[src/rtl/alu_pipe.sv]
// Two-stage pipelined ALU with valid/ready handshakes on both sides.
// S1 latches operands, op and tag; S2 latches the result, status flags and tag.
module alu_pipe #(
  parameter int WIDTH = 32,
  parameter int TAG_W = 5
) (
  input  logic             clk,
  input  logic             rst_n,
  input  logic             in_valid,
  output logic             in_ready,
  input  logic [WIDTH-1:0] in_a,
  input  logic [WIDTH-1:0] in_b,
  input  logic [3:0]       in_op,
  input  logic [TAG_W-1:0] in_tag,
  output logic             out_valid,
  input  logic             out_ready,
  output logic [WIDTH-1:0] out_result,
  output logic [TAG_W-1:0] out_tag,
  output logic             out_zero,
  output logic             out_neg,
  output logic             out_carry,
  output logic             out_ovf,
  output logic             out_illegal
);

  localparam logic [3:0] OP_AND  = 4'b0000;
  localparam logic [3:0] OP_OR   = 4'b0001;
  localparam logic [3:0] OP_ADD  = 4'b0010;
  localparam logic [3:0] OP_SUB  = 4'b0110;
  localparam logic [3:0] OP_SLT  = 4'b0111;
  localparam logic [3:0] OP_NOR  = 4'b1100;
  localparam logic [3:0] OP_NAND = 4'b1101;

  logic             s1_valid_reg;
  logic [WIDTH-1:0] s1_a_reg;
  logic [WIDTH-1:0] s1_b_reg;
  logic [3:0]       s1_op_reg;
  logic [TAG_W-1:0] s1_tag_reg;

  logic             s2_valid_reg;
  logic [WIDTH-1:0] s2_result_reg;
  logic [TAG_W-1:0] s2_tag_reg;
  logic             s2_zero_reg;
  logic             s2_neg_reg;
  logic             s2_carry_reg;
  logic             s2_ovf_reg;
  logic             s2_illegal_reg;

  logic adv2;
  logic accept;

  // in_ready looks only at pipeline occupancy and out_ready, never at in_valid.
  assign adv2     = s1_valid_reg && (!s2_valid_reg || out_ready);
  assign in_ready = !s1_valid_reg || adv2;
  assign accept   = in_valid && in_ready;

  logic [WIDTH-1:0] ai;
  logic [WIDTH-1:0] bi;
  logic [WIDTH-1:0] sum;
  logic             carry_out;
  logic             ovf_raw;

  for (genvar gi = 0; gi < WIDTH; gi++) begin : g_invert
    assign ai[gi] = s1_a_reg[gi] ^ s1_op_reg[3];
    assign bi[gi] = s1_b_reg[gi] ^ s1_op_reg[2];
  end

  // Bnegate doubles as the adder carry-in, so SUB/SLT form a + ~b + 1.
  assign {carry_out, sum} = {1'b0, ai} + {1'b0, bi} + {{WIDTH{1'b0}}, s1_op_reg[2]};
  assign ovf_raw = (ai[WIDTH-1] == bi[WIDTH-1]) && (sum[WIDTH-1] != ai[WIDTH-1]);

  logic [WIDTH-1:0] result_next;
  logic             is_arith_next;
  logic             legal_next;
  logic             zero_next;
  logic             neg_next;
  logic             carry_next;
  logic             ovf_next;

  always_comb begin
    result_next   = '0;
    is_arith_next = 1'b0;
    legal_next    = 1'b1;
    case (s1_op_reg)
      OP_AND, OP_NOR: result_next = ai & bi;
      OP_OR, OP_NAND: result_next = ai | bi;
      OP_ADD, OP_SUB: begin
        result_next   = sum;
        is_arith_next = 1'b1;
      end
      OP_SLT: begin
        result_next   = {{(WIDTH-1){1'b0}}, sum[WIDTH-1] ^ ovf_raw};
        is_arith_next = 1'b1;
      end
      default: legal_next = 1'b0;
    endcase
    zero_next  = legal_next && (result_next == '0);
    neg_next   = result_next[WIDTH-1];
    carry_next = is_arith_next && carry_out;
    ovf_next   = is_arith_next && ovf_raw;
  end

  always_ff @(posedge clk) begin
    if (!rst_n) begin
      s1_valid_reg   <= 1'b0;
      s1_a_reg       <= '0;
      s1_b_reg       <= '0;
      s1_op_reg      <= '0;
      s1_tag_reg     <= '0;
      s2_valid_reg   <= 1'b0;
      s2_result_reg  <= '0;
      s2_tag_reg     <= '0;
      s2_zero_reg    <= 1'b0;
      s2_neg_reg     <= 1'b0;
      s2_carry_reg   <= 1'b0;
      s2_ovf_reg     <= 1'b0;
      s2_illegal_reg <= 1'b0;
    end else begin
      if (accept) begin
        s1_valid_reg <= 1'b1;
        s1_a_reg     <= in_a;
        s1_b_reg     <= in_b;
        s1_op_reg    <= in_op;
        s1_tag_reg   <= in_tag;
      end else if (adv2) begin
        s1_valid_reg <= 1'b0;
      end

      if (adv2) begin
        s2_valid_reg   <= 1'b1;
        s2_result_reg  <= result_next;
        s2_tag_reg     <= s1_tag_reg;
        s2_zero_reg    <= zero_next;
        s2_neg_reg     <= neg_next;
        s2_carry_reg   <= carry_next;
        s2_ovf_reg     <= ovf_next;
        s2_illegal_reg <= !legal_next;
      end else if (out_ready) begin
        s2_valid_reg <= 1'b0;
      end
    end
  end

  assign out_valid   = s2_valid_reg;
  assign out_result  = s2_result_reg;
  assign out_tag     = s2_tag_reg;
  assign out_zero    = s2_zero_reg;
  assign out_neg     = s2_neg_reg;
  assign out_carry   = s2_carry_reg;
  assign out_ovf     = s2_ovf_reg;
  assign out_illegal = s2_illegal_reg;

endmodule

[config.mk]
export PLATFORM = sky130hd
export DESIGN_NAME = alu_pipe
export DESIGN_NICKNAME = d
export VERILOG_FILES = /design/src/rtl/alu_pipe.sv
export SDC_FILE = /design/constraint.sdc
export NUM_CORES = 1
export LEC_CHECK = 0
export ABC_AREA = 0
export CAP_MARGIN = 20
export CELL_PAD_IN_SITES_DETAIL_PLACEMENT = 0
export CELL_PAD_IN_SITES_GLOBAL_PLACEMENT = 2
export CORE_MARGIN = 2
export CORE_UTILIZATION = 31
export CTS_CLUSTER_SIZE = 16
export DETAILED_ROUTE_END_ITERATION = 7
export PLACE_DENSITY = 0.86
export SLEW_MARGIN = 0
export SYNTH_ARGS = -nofsm -noshare
export SYNTH_HDL_FRONTEND = slang
export SYNTH_SLANG_ARGS = --single-unit
[constraint.sdc]
create_clock -name clk -period 5 [get_ports clk]
set_input_delay 0.5 -clock clk [delete_from_list [all_inputs] [get_ports clk]]
set_output_delay 0.5 -clock clk [all_outputs]
set_load 0.05 [all_outputs]
==> impl_results.md, run 1 <==
* Status: complete, no violations
* Postcts setup bufs at 0
* Slowest cell on the critical path: dfxtp_2
* Clock Path Buffers at 2
* Crit start category: flip-flop
* Hold Path Class: flip-flop to flip-flop
* Synth cell count leaders: nand2_1 (221), a21oi_1 (127), dfxtp_1 (116)
* Worst Setup Slack, final at approximately 0.93 ns
* CTS tree: done
* MaxCap Viol Count at 0
* Pwr/cell area at roughly 320 nW/um2
* CP required at ~5.3 ns
* Post-cts resize count at 0
* Cts hold-fix bufs at 0
* CP peak stage delay at around 0.79 ns
* Die ar. at roughly 27000 um2
* Iteration-0 DRC count of the detailed router at between 400 and 500
* CP Max Fanout at 22
* Slew margin rel. at a little under half
* Worst hold margin at 0.450 ns
* Die Y at roughly 160 um
* VDD IR max at approximately 0.22 mV
* Initial Util at about a third
* Unique masters post-synth at between 70 and 80
* Worst-Skew Late Latency at approximately 0.42 ns
* Final Hold Fails at 0
* Die width at 164 um
* Final period util at about four fifths
* Vias per cell at between 4 and 5
* Total iterations of the first detailed-routing run at 4
* DP HPWL at between 15 and 20 mm
* Synth Net Count at around 1200
* Crit-path leading delay family: compound AO/OA/AOI/OAI gates
* Area grow syn2layout at 26.4%
* Critical path class: flip-flop to flip-flop
* Fin crit period at approximately 4.1 ns
* Mapped Area at ~7900 um2
* Design area at around 10000 um2
* Gpl congestion at approximately 0.91
* Most common cell in the netlist: nand2_1
* Finished Layout Cells at approximately 1500
* Ant diodes at 0
* IO Pins at ~120
* First-pass GRT wire length at slightly below 40 mm
* Buffers on Ports at 120
* Critical Path End Type: flip-flop
* Final Skew at 0.00830 ns
* Placed Cells at ~1500
* Top cell type's share of synthesized area at roughly 29%
* Drc violations at 0
* Clock Sinks at about 120
* Setup Viol. Count Final at 0
* Cell accounting for the most synthesized area: dfxtp_1
* Main area contributors after synthesis: dfxtp_1 (29%), nand2_1 (10%), ha_1 (10%)
* Global route overflow at 0
* Post-Route Setup TNS at 0 ns
* Layout Nets at 1285
* Clock-pin slew of the registers on the worst-case setup and hold paths at 0.06 ns
* Total wire length at ~24 mm
* Worst-path cell chain: xor2_1 -> inv_1 -> fa_1 -> nand2b_1 -> a21o_2 -> a2111oi_0 -> o31a_1 -> o31ai_1 -> a211oi_1 -> nand4_1 -> nor4_1 -> nand4_1 -> o41ai_2
* Syn. warnings at 0
* Layout cell share with drive strength beyond 1 at under 10%
* Synth Register Bits at roughly 120
* Vias at between 7000 and 8000
* DP Area at between 9000 and 10000 um2
* Initial antenna violation count at 0
* Most used cell, CP: nand4_1
* Core area at around 25000 um2
* Pleak at 4.16 nW
* Gr usage total at about a fifth
* Max Fclk at ~250 MHz
* DRT antenna net count at 0
* Total CTS buffers at 17
* Vias in the first global route at 7138
* Synth Area per Inst at 7.49 um2
* Async set-reset flop share out of synthesis at 0%
* CP bufs+invs at 1
* Place WS at about 0.95 ns
* Seq/Total Area, Yosys at between 20% and 30%
* CTS root buf: clkbuf_16
* Wire per inst at about 16 um
* Fin. max-slew vios at 0
* Largest net degree at the start of global routing at 74
* Setup repair after global routing missed its margin: no
* Post-synth EDFFs at 0
* Top FF cell, synth: dfxtp_1
* Rows at just under 60
* H-Tree Depth at 4
* CP arrival at roughly 4.4 ns
* Measured slew at the worst slew-check pin at around 0.8 ns
* Mapped Cells at ~1100
==> stage by stage <==
step,util (%),power (mW)
after floorplan,-,1.66
after global routing,39.8,3.35
after detailed placement,37.5,1.95
after CTS,39.8,3.20
after global placement,37.4,1.95
final,39.8,3.17
==> final cells by class <==
cell class | count | area (um2)
Clock inverter | 15 | 156
Sequential cell | 116 | 2330
Clock buffer | 17 | 425
Timing Repair Buffer | 135 | 1350
Tap cell | 330 | 413
Inverter | 80 | 300
Fill cell | 2693 | 15100
Multi-Input combinational cell | 793 | 5030
==> cell families (layout without fill, tap and decap cells) <==
| family | Yosys count | count (layout) | share of synthesized area [%] |
|---|---|---|---|
| AO/OA/AOI/OAI | 282 | 282 | 23.0 |
| XOR/XNOR | 90 | 90 | 10.2 |
| adder cells (fa/ha/maj) | 65 | 65 | 10.4 |
| buffers and inverters | 148 | 247 | 7.24 |
| flip-flops | 116 | 116 | 29.3 |
| multiplexers | 9 | 9 | 1.14 |
| AND/OR/NAND/NOR | 347 | 347 | 18.8 |
==> placed cells by master, fill, tap and decap left out, drive strengths merged, types with 3 or more instances in the layout <==
cell type	count
mux2i	9
o211a	3
nor4	4
nand2b	9
ha	64
xor2	71
o2111ai	4
a22oi	9
xnor2	19
clkdlybuf4s50	120
nor3	13
nor2	53
buf	15
and2	3
o211ai	16
a211oi	22
inv	83
nor2b	8
o21a	5
o22ai	13
a21oi	129
a21o	9
nand3	12
nand2	221
a31oi	4
clkbuf	17
clkinvlp	5
o21ai	40
clkinv	5
dfxtp	116
o31ai	8
nand4	10
==> worst min-delay path, cell delays in order (launching register included) <==
cell	delay [ns]
dfxtp_1	0.31
nand2_1	0.05
a21oi_1	0.05
==> path summary, 6_finish.rpt <==
path	start	to	slack [ns]	depth (start not counted)
setup / recovery	s1_op_reg[3]$_SDFFE_PN0P_	out_zero$_SDFFE_PN0P_	0.93	13
hold reg to reg	s1_tag_reg[0]$_SDFFE_PN0P_	out_tag[0]$_SDFFE_PN0P_	0.45	2
hold / removal	s1_tag_reg[0]$_SDFFE_PN0P_	out_tag[0]$_SDFFE_PN0P_	0.45	2
setup reg to reg	s1_op_reg[3]$_SDFFE_PN0P_	out_zero$_SDFFE_PN0P_	0.93	13
==> report_power, final <==
group | total, mW | internal, mW | switching, mW
Clock | 1.24 | 0.736 | 0.502
Combinational | 0.914 | 0.350 | 0.564
Sequential | 1.02 | 0.976 | 0.0465
==> per-layer routing <==
layer | track usage (%) | part of all wire [%]
met1 | 27.4 | 51
met3 | 3.46 | 4.9
met2 | 27.8 | 42
met4 | 4.82 | 1.4
met5 | 0 | 0
(Power assumes the default switching activity.)
==> inputs of run 2 (changes only) <==
Clock period 5 ns to 3.9 ns, I/O delays scaled along.
==> run 2 against run 1 <==
Effect of this change:
- critical path type unchanged
- non-clock buffer count up 17
- sequential cell count unchanged
- clock skew increased by 0.0013 ns
- die area is the same
- count of clock-buffer cells in the layout unchanged
- via count is 0.35% higher
- critical path depth rose by 1
- fmax increased by 13%
==> impl_results.md, run 2 (synthesis results as in run 1) <==
* Worst-Skew Late Latency at between 0.4 and 0.5 ns
* Core area at ~25000 um2
* Vias at around 7400
* Largest net degree at the start of global routing at 71
* CP Max Fanout at 20
* Area grow syn2layout at 28.5%
* Buffers on Ports at 120
* Vias in the first global route at between 6000 and 7000
* Pwr/cell area at 407 nW/um2
* Slowest cell on the critical path: dfxtp_2
* Crit start category: flip-flop
* Post-Route Setup TNS at 0 ns
* Metal2 WL at 10.3 mm
* Internal power at 2.73 mW
* Final Hold Fails at 0
* Crit-path leading delay family: compound AO/OA/AOI/OAI gates
* Setup repair after global routing missed its margin: no
* Ant diodes at 0
* CP arrival at 3.93 ns
* Cts hold-fix bufs at 0
* Gr usage total at approximately 18%
* Total iterations of the first detailed-routing run at 5
* Total wire length at around 24 mm
* Fin crit period at 3.60 ns
* Combinational Power Share at 29.2%
* Post-layout util at between 40% and 50%
* Die ar. at roughly 27000 um2
* Layout cell share with drive strength beyond 1 at between 7 and 8%
* Metal-1 WL at 12.4 mm
* CP peak stage delay at roughly 0.42 ns
* Rows at just under 60
* CTS root buf: clkbuf_16
* First-pass GRT wire length at about 38 mm
* Layout Nets at 1302
* DRT antenna net count at 0
* Pleak at 4.25 nW
* Reg power frac at 31.5%
* DP HPWL at ~18 mm
* Overall power at just over 4 mW
* Initial antenna violation count at 0
* Worst-path cell chain: buf_12 -> buf_6 -> xor2_1 -> ha_1 -> a21oi_1 -> o21ai_0 -> a211oi_1 -> o211ai_1 -> or2_4 -> mux2i_1 -> nand3_1 -> nor4_2 -> nand4_1 -> o41ai_2
* CP required at between 4 and 5 ns
* Clock network power share at about two fifths
* Most common cell after layout, fill and taps aside: nand2_1
* VDD IR max at between 0.2 and 0.25 mV
* Measured slew at the worst slew-check pin at 0.795 ns
* Most frequent cells in the layout: nand2_1 (220), a21oi_1 (126), clkdlybuf4s50_1 (120)
* Die Y at approximately 160 um
* Gpl congestion at 0.885
* Total CTS buffers at 17
* Clock Path Buffers at 2
* Hold Path Class: flip-flop to flip-flop
* Critical path class: flip-flop to flip-flop
* Final period util at 92.2%
* Highest routed layer: met4
* Critical Path End Type: flip-flop
* Fin. max-slew vios at 0
* Drc violations at 0
* # fillers at about 2700
* IO Pins at 121
* Setup Viol. Count Final at 0
* Post-cts resize count at 0
* Max Fclk at between 200 and 300 MHz
* MaxCap Viol Count at 0
* Routed wl met3 at 1.20 mm
* Slew margin rel. at around 47%
* CTS tree: done
* Global route overflow at 0
* Sw Ratio at between 30 and 40%
* Initial Util at roughly a third
* Postcts setup bufs at 0
* Iteration-0 DRC count of the detailed router at ~520
* Vias per cell at between 4 and 5
* CP bufs+invs at 2
* Psw at between 1 and 1.5 mW
* Final Skew at about 0.0096 ns
* H-Tree Depth at 4
* Status: complete, no violations
* Clock-pin slew of the registers on the worst-case setup and hold paths at 0.06 ns
* Clock Sinks at 116
* Wire per inst at about 16 um
* Die width at 164 um
[run 2: routing by layer]
| layer | GRT usage (%) | vias up |
|---|---|---|
| li1 | - | 3773 |
| met2 | 27.5 | 203 |
| met1 | 27.1 | 3400 |
| met3 | 3.06 | 16 |
| met5 | 0 | - |
| met4 | 3.75 | 0 |
[run 2: stage by stage]
step / hold WS (ns) / instances / area (um2) / setup slack (ns)
4_1_cts: 0.453 / 1503 / 10100 / 0.164
3_3_place_gp: 0.439 / 1471 / 9540 / 0.245
6_report: 0.451 / 1503 / 10200 / 0.305
3_5_place_dp: 0.444 / 1471 / 9540 / 0.175
2_1_floorplan: 0.432 / 1057 / 7920 / 0.122
5_1_grt: 0.465 / 1503 / 10200 / 0.0250
[run 2: tightest hold or removal path, cell delays in order (launching register included)]
cell,delay (ns)
dfxtp_1,0.31
nand2_1,0.05
a21oi_1,0.05
[run 2: power groups by stage]
stage	clock [mW]	combinational, mW	sequential [mW]
after floorplan	0	0.741	1.39
after global placement	0	1.21	1.33
after detailed placement	0	1.20	1.33
after CTS	1.67	1.20	1.31
after global routing	1.71	1.33	1.31
final	1.63	1.21	1.31
[run 2: cell type report]
class / count / area [um2] / share of cell area (%)
clock buffer: 17 / 425 / 4.18
sequential: 116 / 2330 / 22.9
multi-input combinational: 793 / 5050 / 49.6
tap: 330 / 413 / 4.06
clock inverter: 15 / 183 / 1.80
inverter: 80 / 300 / 2.95
timing repair buffer: 152 / 1470 / 14.5
[run 2: final timing paths]
path / startpoint / endpoint / slack (ns) / cells after the start
max reg2reg: s1_op_reg[3]$_SDFFE_PN0P_ / out_zero$_SDFFE_PN0P_ / 0.30 / 14
min reg2reg: s1_tag_reg[1]$_SDFFE_PN0P_ / out_tag[1]$_SDFFE_PN0P_ / 0.45 / 2
max: s1_op_reg[3]$_SDFFE_PN0P_ / out_zero$_SDFFE_PN0P_ / 0.30 / 14
min: s1_tag_reg[1]$_SDFFE_PN0P_ / out_tag[1]$_SDFFE_PN0P_ / 0.45 / 2
==> inputs of run 3 (changes only) <==
Settings changed: ABC_CLOCK_PERIOD_IN_PS set to 3900, CTS_CLUSTER_DIAMETER set to 120.
==> results of run 3 <==
Same layout as run 2: the final DEF is identical, and so are final timing and power.
